[config.mk]
export PLATFORM = sky130hd
export DESIGN_NAME = io_input_capture
export DESIGN_NICKNAME = d
export VERILOG_FILES = /design/src/rtl/io_pkg.sv /design/src/rtl/debounce_bit.sv /design/src/rtl/io_input_capture.sv
export SDC_FILE = /design/constraint.sdc
export NUM_CORES = 1
export LEC_CHECK = 0
export ABC_AREA = 1
export BUFFER_PORTS_ARGS = -buffer_cell sky130_fd_sc_hd__buf_2
export CAP_MARGIN = 20
export CORE_MARGIN = 2
export CORE_UTILIZATION = 55
export CTS_BUF_LIST = sky130_fd_sc_hd__clkbuf_8 sky130_fd_sc_hd__clkbuf_16
export DETAILED_ROUTE_END_ITERATION = 12
export GPL_TIMING_DRIVEN = 1
export PLACE_DENSITY = 0.74
export SLEW_MARGIN = 20
export SYNTH_ARGS = -nofsm -noshare
export SYNTH_HDL_FRONTEND = slang
export SYNTH_HIERARCHICAL = 1
export SYNTH_SLANG_ARGS = --single-unit
[constraint.sdc]
create_clock -name clk -period 1.5 [get_ports clk]
set_input_delay 0.3 -clock clk [delete_from_list [all_inputs] [get_ports clk]]
set_output_delay 0.3 -clock clk [all_outputs]
set_load 0.03 [all_outputs]
[src/rtl/io_pkg.sv]
// +--------------------------------------------------------------------+
// | io_pkg: shared widths, port map indices and hilo encodings          |
// | Rev 1.0                                                              |
// +--------------------------------------------------------------------+
`default_nettype none

package io_pkg;

  localparam int IO_PORT_W    = 2;
  localparam int IO_DATA_W    = 8;
  localparam int NUM_BUTTONS  = 4;
  localparam int NUM_SWITCHES = 10;

  localparam logic [IO_PORT_W-1:0] PORT_BTN  = 2'd0;
  localparam logic [IO_PORT_W-1:0] PORT_SWLO = 2'd1;
  localparam logic [IO_PORT_W-1:0] PORT_SWHI = 2'd2;
  localparam logic [IO_PORT_W-1:0] PORT_EVT  = 2'd3;

  localparam logic [1:0] HILO_BOTH  = 2'b00;
  localparam logic [1:0] HILO_LO    = 2'b01;
  localparam logic [1:0] HILO_HI    = 2'b10;
  localparam logic [1:0] HILO_BOTH2 = 2'b11;

endpackage

`default_nettype wire

[src/rtl/debounce_bit.sv]
// +--------------------------------------------------------------------+
// | debounce_bit: synchronizer + debounce for one active-low button;   |
// | press_o pulses on the edge the stable level goes released->pressed |
// | Rev 1.0                                                              |
// +--------------------------------------------------------------------+
`default_nettype none

module debounce_bit #(
  parameter int DEBOUNCE_CYCLES = 16,
  parameter int SYNC_STAGES     = 2
) (
  input  logic clk,
  input  logic reset,
  input  logic btn_i,
  output logic stable_o,
  output logic press_o
);

  localparam int CNT_W = (DEBOUNCE_CYCLES > 1) ? $clog2(DEBOUNCE_CYCLES) : 1;
  localparam logic [CNT_W-1:0] CNT_LAST = CNT_W'(DEBOUNCE_CYCLES - 1);

  logic [SYNC_STAGES-1:0] sync_q;
  logic                   stable_q, stable_d;
  logic [CNT_W-1:0]       cnt_q, cnt_d;
  logic                   btn_sync;
  logic                   accept;

  assign btn_sync = sync_q[SYNC_STAGES-1];

  // Counter only advances below CNT_LAST, so it can never wrap.
  always_comb begin
    stable_d = stable_q;
    cnt_d    = '0;
    accept   = 1'b0;
    if (btn_sync != stable_q) begin
      if (cnt_q == CNT_LAST) begin
        accept   = 1'b1;
        stable_d = btn_sync;
      end else begin
        cnt_d = cnt_q + 1'b1;
      end
    end
  end

  always_ff @(posedge clk or negedge reset) begin
    if (!reset) begin
      sync_q   <= '1;
      stable_q <= 1'b1;
      cnt_q    <= '0;
    end else begin
      sync_q   <= {sync_q[SYNC_STAGES-2:0], btn_i};
      stable_q <= stable_d;
      cnt_q    <= cnt_d;
    end
  end

  assign stable_o = stable_q;
  assign press_o  = accept & stable_q;

endmodule

`default_nettype wire

[src/rtl/io_input_capture.sv]
// +--------------------------------------------------------------------+
// | io_input_capture: debounced buttons, synced switches, sticky press |
// | events with clear-on-read and irq. Option: IO_IRQ_MASK_EN (mask)   |
// | Rev 1.0                                                              |
// +--------------------------------------------------------------------+
`default_nettype none

module io_input_capture
  import io_pkg::*;
#(
  parameter int DEBOUNCE_CYCLES = 16,
  parameter int SYNC_STAGES     = 2
) (
  input  logic                    clk,
  input  logic                    reset,
  input  logic [NUM_BUTTONS-1:0]  buttons,
  input  logic [NUM_SWITCHES-1:0] switches,
  input  logic [IO_PORT_W-1:0]    io_port,
  input  logic [1:0]              hilo_in,
  input  logic                    re_i,
`ifdef IO_IRQ_MASK_EN
  input  logic                    we_i,
  input  logic [IO_DATA_W-1:0]    wr_data,
`endif
  output logic [IO_DATA_W-1:0]    rd_data,
  output logic [NUM_BUTTONS-1:0]  ev_pending,
  output logic                    irq
);

  logic [NUM_BUTTONS-1:0]  btn_stable;
  logic [NUM_BUTTONS-1:0]  ev_set;
  logic [NUM_BUTTONS-1:0]  ev_q, ev_d;
  logic                    irq_q, irq_d;
  logic [NUM_BUTTONS-1:0]  irq_mask;
  logic [3:0]              evt_hi;
  logic [NUM_SWITCHES-1:0] sw_pipe_q [SYNC_STAGES];
  logic [NUM_SWITCHES-1:0] sw_sync;
  logic                    sw_unused;
  logic                    rd_clear;

  for (genvar i = 0; i < NUM_BUTTONS; i++) begin : g_btn
    debounce_bit #(
      .DEBOUNCE_CYCLES(DEBOUNCE_CYCLES),
      .SYNC_STAGES    (SYNC_STAGES)
    ) u_db (
      .clk     (clk),
      .reset   (reset),
      .btn_i   (buttons[i]),
      .stable_o(btn_stable[i]),
      .press_o (ev_set[i])
    );
  end

  always_ff @(posedge clk or negedge reset) begin
    if (!reset) begin
      for (int s = 0; s < SYNC_STAGES; s++) sw_pipe_q[s] <= '0;
    end else begin
      sw_pipe_q[0] <= switches;
      for (int s = 1; s < SYNC_STAGES; s++) sw_pipe_q[s] <= sw_pipe_q[s-1];
    end
  end

  assign sw_sync   = sw_pipe_q[SYNC_STAGES-1];
  assign sw_unused = sw_sync[9];

`ifdef IO_IRQ_MASK_EN
  logic [NUM_BUTTONS-1:0] mask_q;
  logic [3:0]             wr_unused;

  always_ff @(posedge clk or negedge reset) begin
    if (!reset) begin
      mask_q <= '0;
    end else if (we_i && (io_port == PORT_EVT)) begin
      mask_q <= wr_data[3:0];
    end
  end

  assign wr_unused = wr_data[7:4];
  assign irq_mask  = mask_q;
  assign evt_hi    = mask_q;
`else
  assign irq_mask = 4'hF;
  assign evt_hi   = 4'h0;
`endif

  always_comb begin
    rd_data = '0;
    case (io_port)
      PORT_BTN:  rd_data = {4'b0, ~btn_stable};
      PORT_SWLO: if (hilo_in != HILO_HI) rd_data = {3'b0, sw_sync[4:0]};
      PORT_SWHI: if (hilo_in != HILO_LO) rd_data = {4'b0, sw_sync[8:5]};
      PORT_EVT:  rd_data = {evt_hi, ev_q};
      default:   rd_data = '0;
    endcase
  end

  // A new press ORs in after the read clear, so set wins on a collision.
  assign rd_clear = re_i && (io_port == PORT_EVT);

  always_comb begin
    ev_d  = (rd_clear ? (ev_q & ~rd_data[3:0]) : ev_q) | ev_set;
    irq_d = |(ev_d & irq_mask);
  end

  always_ff @(posedge clk or negedge reset) begin
    if (!reset) begin
      ev_q  <= '0;
      irq_q <= 1'b0;
    end else begin
      ev_q  <= ev_d;
      irq_q <= irq_d;
    end
  end

  assign ev_pending = ev_q;
  assign irq        = irq_q;

endmodule

`default_nettype wire

==> results of run 1 <==
[sequential cells by signal, summed over array words and instances, names as in the netlist]
| register | count |
|---|---|
| sw_pipe_q | 9 |
| g_btn.u_db/sync_q | 8 |
| sw_sync | 9 |
| g_btn.u_db/stable_o | 4 |
| g_btn.u_db/cnt_q | 16 |
| irq | 1 |
| ev_pending | 4 |
[report_power, final]
part	total, W	internal, W	switching [W]	leakage, nW
Sequential	0.00148	0.00145	0.0000395	0.618
Clock	0.00109	0.000664	0.000422	0.0644
Combinational	0.000226	0.0000890	0.000137	0.522
Total	0.00280	0.00220	0.000598	1.20
[layout make-up]
cell class	count	area (µm²)
clock inverter	3	67.6
sequential	51	1290
clock buffer	5	68.8
timing repair buffer	35	230
inverter	29	109
fill	284	1140
multi-input combinational	114	637
tap	48	60.1
[timing repair]
item / in CTS / in global routing
gates resized for setup: 11 / 3
endpoints found under the setup margin: 4 / 4
endpoints found under the hold margin: 39 / 0
pin swaps: 4 / 0
buffers inserted: 4 / 0
hold buffers: 1 / 0
[cell families after synthesis]
family	Yosys count	share of synthesized area
adder cells (fa/ha/maj)	4	0.0245
AO/OA/AOI/OAI	4	0.00978
flip-flops	51	0.631
AND/OR/NAND/NOR	99	0.252
XOR/XNOR	4	0.0171
other	1	0.00183
buffers and inverters	32	0.0642
[metrics by stage]
stage | utilization | total power (W) | hold WS, ps | instance area [µm²]
2_1_floorplan | - | 0.00163 | 4.41 | 2050
5_1_grt | 0.683 | 0.00292 | 77.3 | 2460
6_report | 0.683 | 0.00280 | 92.4 | 2460
4_1_cts | 0.682 | 0.00284 | 81.5 | 2460
3_3_place_gp | 0.626 | 0.00172 | 304 | 2260
3_5_place_dp | 0.626 | 0.00172 | 306 | 2260
[worst paths after layout]
path | slack, ps | endpoint | start
worst min register to register | 350 | sw_sync[4]$_DFF_PN0_ | sw_pipe_q[14]$_DFF_PN0_
min in group asynchronous | 510 | g_btn[1].u_db/cnt_q[3]$_DFF_PN0_ | reset
worst min-delay path | 90 | g_btn[1].u_db/sync_q[0]$_DFF_PN1_ | buttons[1]
max in group asynchronous | 720 | g_btn[2].u_db/sync_q[0]$_DFF_PN1_ | reset
worst max register to register | 290 | irq$_DFF_PN0_ | g_btn[2].u_db/cnt_q[0]$_DFF_PN0_
worst max-delay path | -30 | rd_data[1] | g_btn[1].u_db/stable_o$_DFFE_PN1P_
[routing by layer]
metal	up-vias	share of wire	track usage
li1	686	-	-
met1	607	0.44	0.218
met2	24	0.50	0.291
met3	6	0.040	0.0538
met4	0	0.021	0.0771
met5	-	0	0
[placed cells by master, fill, tap and decap left out, types with 5 or more instances in the layout]
cell type / count
sky130_fd_sc_hd__buf_2: 25
sky130_fd_sc_hd__clkbuf_8: 5
sky130_fd_sc_hd__dfrtp_1: 39
sky130_fd_sc_hd__dfstp_2: 12
sky130_fd_sc_hd__inv_1: 25
sky130_fd_sc_hd__nand2_1: 37
sky130_fd_sc_hd__nand2_2: 7
sky130_fd_sc_hd__nand3_1: 12
sky130_fd_sc_hd__nand3_2: 9
sky130_fd_sc_hd__nand4_1: 8
sky130_fd_sc_hd__nor2_1: 16
sky130_fd_sc_hd__nor2_2: 5
==> key figures, run 1 <==
Status
  • Outcome: finished, violations left
  • Violations in the final reports: negative setup slack

Die
  • Initial Util: 0.568
  • Row cnt: 22
  • Horizontal die dimension: 65.0 µm
  • Core region area: 0.00361 mm²
  • Ports: 34
  • Area enclosed by the die boundary: 0.00423 mm²
  • Y dimension of the die: 65.0 µm

Synth
  • Netlist Area Pre-Place: 0.00205 mm²
  • Leading cell types by total area after synthesis: sky130_fd_sc_hd__dfrtp_1 (48%), sky130_fd_sc_hd__dfstp_2 (15%), sky130_fd_sc_hd__nand2_1 (7.2%)
  • Share of synthesized registers carrying an async set or reset: 1.00
  • Sequential area share after synthesis: 0.631
  • #FFs+latches synth: 51
  • Synth Instances: 195
  • Ranking of synthesized cells by instance count: sky130_fd_sc_hd__dfrtp_1 (39), sky130_fd_sc_hd__nand2_1 (39), sky130_fd_sc_hd__inv_1 (29), sky130_fd_sc_hd__nor2_1 (16)
  • Fraction of synthesized cell area taken by the top area cell type: 0.477
  • Most used flip-flop cell after synthesis: sky130_fd_sc_hd__dfrtp_1
  • Synth warnings: 6
  • Avg Cell Area, Syn: 10.5 µm²
  • Count of unique library cells instantiated by Yosys: 17
  • Leading area contributor after synthesis: sky130_fd_sc_hd__dfrtp_1
  • Count of flip-flops with a built-in enable after synthesis: 0

Global route
  • All-Layer GR Usage: 0.178
  • Global-route wire length before repair: 5.59 mm
  • Number of global-route vias before repair: 1292
  • Final global-route overflow total: 0
  • Largest net degree at the start of global routing: 52
  • Number of antenna violations at the first check in global routing: 0

Clock tree
  • Number of buffers created by CTS: 5
  • Clock-pin slew on the worst setup and hold paths: 80 ps
  • TritonCTS clock tree: yes
  • Clock latency at the later pin of the worst-skew pair: 300 ps
  • Count of H-tree levels built during CTS: 2
  • Root Buffer Master: sky130_fd_sc_hd__clkbuf_8
  • Bufs on Longest Clock Path: 2
  • Clock sink count: 51

Worst setup path
  • Instance count on the critical path: 4
  • Critical path data required time: 1200 ps
  • Crit path max-delay cell type: sky130_fd_sc_hd__dfstp_2
  • Critical path endpoint category: output port
  • Crit path max fanout: 2
  • CP delay by family, top: flip-flops
  • Biggest cell delay along the critical path: 540 ps
  • Arrival time worst endpoint: 1230 ps
  • Critical path cell sequence: inv_2 > nand2_2 > nand4_1 > buf_6
  • Critical path startpoint category: flop
  • CP Buf/Inv Count: 2
  • Depth of the most critical reg-to-reg path: 7
  • Critical path class: flop to output port

Drt
  • Iteration-0 DRC count of the detailed router: 45
  • Overall via count from detail_route: 1323
  • Antenna viol nets, final: 0
  • Final routed DRC violation total: 0
  • Via count normalized by instance count: 4.64
  • Routed WL: 3.05 mm
  • Length of the first detailed-routing pass in iterations: 4
  • Average wire per standard cell: 10.7 µm

Placement
  • Pre-CTS WS: 87.8 ps
  • Cell Count Post-Placement: 272
  • Detailed placer's ending HPWL: 2.18 mm
  • Placer congestion estimate: 0.855
  • Number of input and output port buffers inserted: 29

Timing
  • Total Negative Setup Slacks: -53.1 ps
  • Clock period minus worst slack: 1530 ps
  • Worst Slack Setup Final: -31.9 ps
  • RSZ-0062 raised after global routing: yes
  • Fin. max-slew vios: 0
  • Finish-stage setup viols: 2
  • Achievable clock frequency: 653 MHz
  • Count of endpoints failing hold in the final timing report: 0
  • Setup skew after layout: 7.63 ps
  • Final cycle utilization of the critical path: 1.02

Min path
  • Type of the worst min-delay path: input port to flop
  • Hold path cells: 1

Cells and area
  • Antenna fix cells: 0
  • Layout Area Growth over Synthesis: 20.4%
  • Count of non-filler cells in the finished layout: 285
  • Number of nets at the end of the flow: 261
  • Layout cell share with drive strength beyond 1: 0.350

Flow run
  • Max_cap viols: 0

Power
  • Leakage power of the design: 1.20 nW
  • Power per Cell Area: 1140 mW/mm²
  • Worst VDD drop: 0.930 mV
Power figures use the tool's default switching activity.
==> run 2: changes to the inputs <==
Settings changed: GPL_TIMING_DRIVEN 1 to 0.
==> run 2 against run 1 <==
  * The run ends with negative hold slack, negative setup slack left
  * Power is 11% lower
  * Non-clock buffer count is 1 higher
  * Worst setup slack better by 12 ps
  * Cell count is 0.35% higher
  * Maximum frequency is 0.78% higher
  * Design area is 2.1% lower
  * Flip-flop and latch count stayed put
  * Critical path depth stayed put
  * Critical endpoint unchanged
  * Largest power group unchanged
==> key figures, run 2 (synthesis results as in run 1) <==
Worst setup path
  • CP delay by family, top: flip-flops (unchanged)
  • Critical path data required time: 1200 ps (about the same)
  • CP Buf/Inv Count: 2 (unchanged)
  • Biggest cell delay along the critical path: 550 ps (was 540 ps)
  • Arrival time worst endpoint: 1220 ps (was 1230 ps)
  • Critical path cell sequence: inv_2 > nand2_1 > nand4_1 > buf_6 (was inv_2 > nand2_2 > nand4_1 > buf_6)
  • Critical path startpoint category: flop (unchanged)
  • Critical path class: flop to output port (unchanged)
  • Crit path max-delay cell type: sky130_fd_sc_hd__dfstp_2 (unchanged)
  • Critical path endpoint category: output port (unchanged)
  • Crit path max fanout: 2 (unchanged)

Timing
  • Worst Slack Setup Final: -20.0 ps (was -31.9 ps)
  • Clock period minus worst slack: 1520 ps (was 1530 ps)
  • Count of endpoints failing hold in the final timing report: 14 (was 0)
  • Final cycle utilization of the critical path: 1.01 (was 1.02)
  • Worst slack on hold paths: -10.0 ps (was 92.4 ps)
  • Fin. max-slew vios: 0 (unchanged)
  • Setup skew after layout: 1.50 ps (was 7.63 ps)
  • Finish-stage setup viols: 3 (was 2)
  • Achievable clock frequency: 658 MHz (was 653 MHz)
  • Headroom to the max-slew limit: 0.604
  • RSZ-0062 raised after global routing: yes (unchanged)
  • Measured slew at the worst slew-check pin: 594 ps

Drt
  • Final routed DRC violation total: 0 (unchanged)
  • Iteration-0 DRC count of the detailed router: 79 (was 45)
  • Average wire per standard cell: 10.8 µm (was 10.7 µm)
  • Routed WL: 3.08 mm (was 3.05 mm)
  • Antenna viol nets, final: 0 (unchanged)
  • Via count normalized by instance count: 4.78 (was 4.64)
  • Length of the first detailed-routing pass in iterations: 4 (unchanged)
  • Overall via count from detail_route: 1368 (was 1323)

Clock tree
  • Clock sink count: 51 (unchanged)
  • Bufs on Longest Clock Path: 2 (unchanged)
  • TritonCTS clock tree: yes (unchanged)
  • Clock latency at the later pin of the worst-skew pair: 300 ps (about the same)
  • Hold buffers post-CTS: 0 (was 1)
  • Number of buffers created by CTS: 5 (unchanged)
  • Count of H-tree levels built during CTS: 2 (unchanged)
  • Clock-pin slew on the worst setup and hold paths: 90 ps (was 80 ps)
  • Root Buffer Master: sky130_fd_sc_hd__clkbuf_8 (unchanged)

Cells and area
  • Count of non-filler cells in the finished layout: 286 (was 285)
  • Register with the highest flop count: g_btn.u_db/cnt_q (unchanged)
  • Layout cell share with drive strength beyond 1: 0.349 (was 0.350)
  • Total of fill cells in the finished design: 283 (was 284)
  • Number of flip-flops under the largest register name: 16 (unchanged)
  • Antenna fix cells: 0 (unchanged)
  • Number of nets at the end of the flow: 262 (was 261)
  • Commonest cells after routing, fill and taps aside: sky130_fd_sc_hd__nand2_1 (39), sky130_fd_sc_hd__dfrtp_1 (39), sky130_fd_sc_hd__inv_1 (25) (was sky130_fd_sc_hd__dfrtp_1 (39), sky130_fd_sc_hd__nand2_1 (37), sky130_fd_sc_hd__inv_1 (25), sky130_fd_sc_hd__buf_2 (25), sky130_fd_sc_hd__nor2_1 (16))
  • Layout Area Growth over Synthesis: 17.8% (was 20.4%)

Flow run
  • Max_cap viols: 0 (unchanged)

Placement
  • Number of input and output port buffers inserted: 29 (unchanged)
  • Cell Count Post-Placement: 274 (was 272)
  • Placer congestion estimate: 0.829 (was 0.855)
  • Detailed placer's ending HPWL: 2.24 mm (was 2.18 mm)

Global route
  • Number of global-route vias before repair: 1324 (was 1292)
  • Largest net degree at the start of global routing: 52 (unchanged)
  • Global-route wire length before repair: 5.42 mm (was 5.59 mm)
  • Number of antenna violations at the first check in global routing: 0 (unchanged)
  • Final global-route overflow total: 0 (unchanged)
  • All-Layer GR Usage: 0.171 (was 0.178)

Power
  • Power per Cell Area: 1030 mW/mm² (was 1140 mW/mm²)
  • Worst VDD drop: 0.745 mV (was 0.930 mV)
  • Leakage power of the design: 1.19 nW (was 1.20 nW)

Die
  • Area enclosed by the die boundary: 0.00423 mm² (unchanged)
  • Ports: 34 (unchanged)
  • Row cnt: 22 (unchanged)
  • Initial Util: 0.568 (unchanged)
  • Core region area: 0.00361 mm² (unchanged)
  • Y dimension of the die: 65.0 µm (unchanged)
  • Horizontal die dimension: 65.0 µm (unchanged)

Status
  • Outcome: finished, violations left (unchanged)
  • Violations in the final reports: negative hold slack, negative setup slack (was negative setup slack)

Min path
  • Type of the worst min-delay path: input port to asynchronous set/reset pin (was input port to flop)
==> run 2: changes by cell type in the layout (fill, tap and decap cells not counted) <==
cell,change
sky130_fd_sc_hd__clkinv_4,+2
sky130_fd_sc_hd__buf_2,-1
sky130_fd_sc_hd__dlygate4sd3_1,-1
sky130_fd_sc_hd__buf_12,-1
sky130_fd_sc_hd__nand2_1,+2
sky130_fd_sc_hd__buf_4,+4
sky130_fd_sc_hd__nand2_2,-2
sky130_fd_sc_hd__bufinv_16,-2
==> run 2: worst paths after layout <==
check | start | end | slack [ps] | depth (start not counted)
max in group asynchronous | reset | g_btn[1].u_db/cnt_q[3]$_DFF_PN0_ | 1100 | 1
max reg2reg | g_btn[0].u_db/cnt_q[0]$_DFF_PN0_ | irq$_DFF_PN0_ | 290 | 7
min | reset | sw_pipe_q[14]$_DFF_PN0_ | -10 | 1
min in group clk | buttons[2] | g_btn[2].u_db/sync_q[0]$_DFF_PN1_ | 90 | 1
max | g_btn[1].u_db/stable_o$_DFFE_PN1P_ | rd_data[1] | -20 | 4
min reg2reg | sw_pipe_q[18]$_DFF_PN0_ | sw_sync[8]$_DFF_PN0_ | 350 | 0
==> run 2: cell type report <==
class | instances | area, µm² | share of cell area
Clock inverter | 3 | 25.0 | 0.0104
Inverter | 29 | 109 | 0.0451
Buffer | 3 | 22.5 | 0.00934
Sequential cell | 51 | 1290 | 0.536
Tap cell | 48 | 60.1 | 0.0249
Clock buffer | 5 | 68.8 | 0.0285
Timing Repair Buffer | 33 | 203 | 0.0841
Multi-Input combinational cell | 114 | 632 | 0.262
==> run 2: routing by layer <==
| metal | wire, µm | vias up | GRT usage |
|---|---|---|---|
| met5 | 0 | - | 0 |
| met4 | 86 | 0 | 0.0691 |
| met3 | 138 | 9 | 0.0573 |
| met2 | 1510 | 34 | 0.284 |
| met1 | 1350 | 639 | 0.204 |
| li1 | - | 686 | - |
==> run 2: power by group <==
part / total, W / switching [W] / internal [W]
clock: 0.000784 / 0.000450 / 0.000333
combinational: 0.000223 / 0.000136 / 0.0000871
sequential: 0.00149 / 0.0000403 / 0.00145
==> run 2: stage by stage <==
stage	power [W]	cell area, µm²	TNS [ps]	utilization	setup WS, ps
after global placement	0.00171	2260	0	0.627	119
after floorplan	0.00163	2050	0	-	277
after global routing	0.00262	2410	-236	0.669	-67.2
final	0.00249	2410	-23.6	0.669	-20.0
after CTS	0.00252	2410	-61.0	0.668	-28.1
after detailed placement	0.00172	2260	0	0.627	97.2
==> run 2: worst register-to-register path, delay by kind of cell, from the launching register on <==
kind	cells	cell delay (ps)
flops	1	420
fa+ha+maj	1	240
buf+inv	1	60
simple gates	5	390
==> run 2: timing repair <==
item	4_1_cts	5_1_grt
setup endpoints to repair	4	4
setup buffers	4	0
resized for setup	11	1
hold endpoints to repair	0	0
pin swaps	4	0
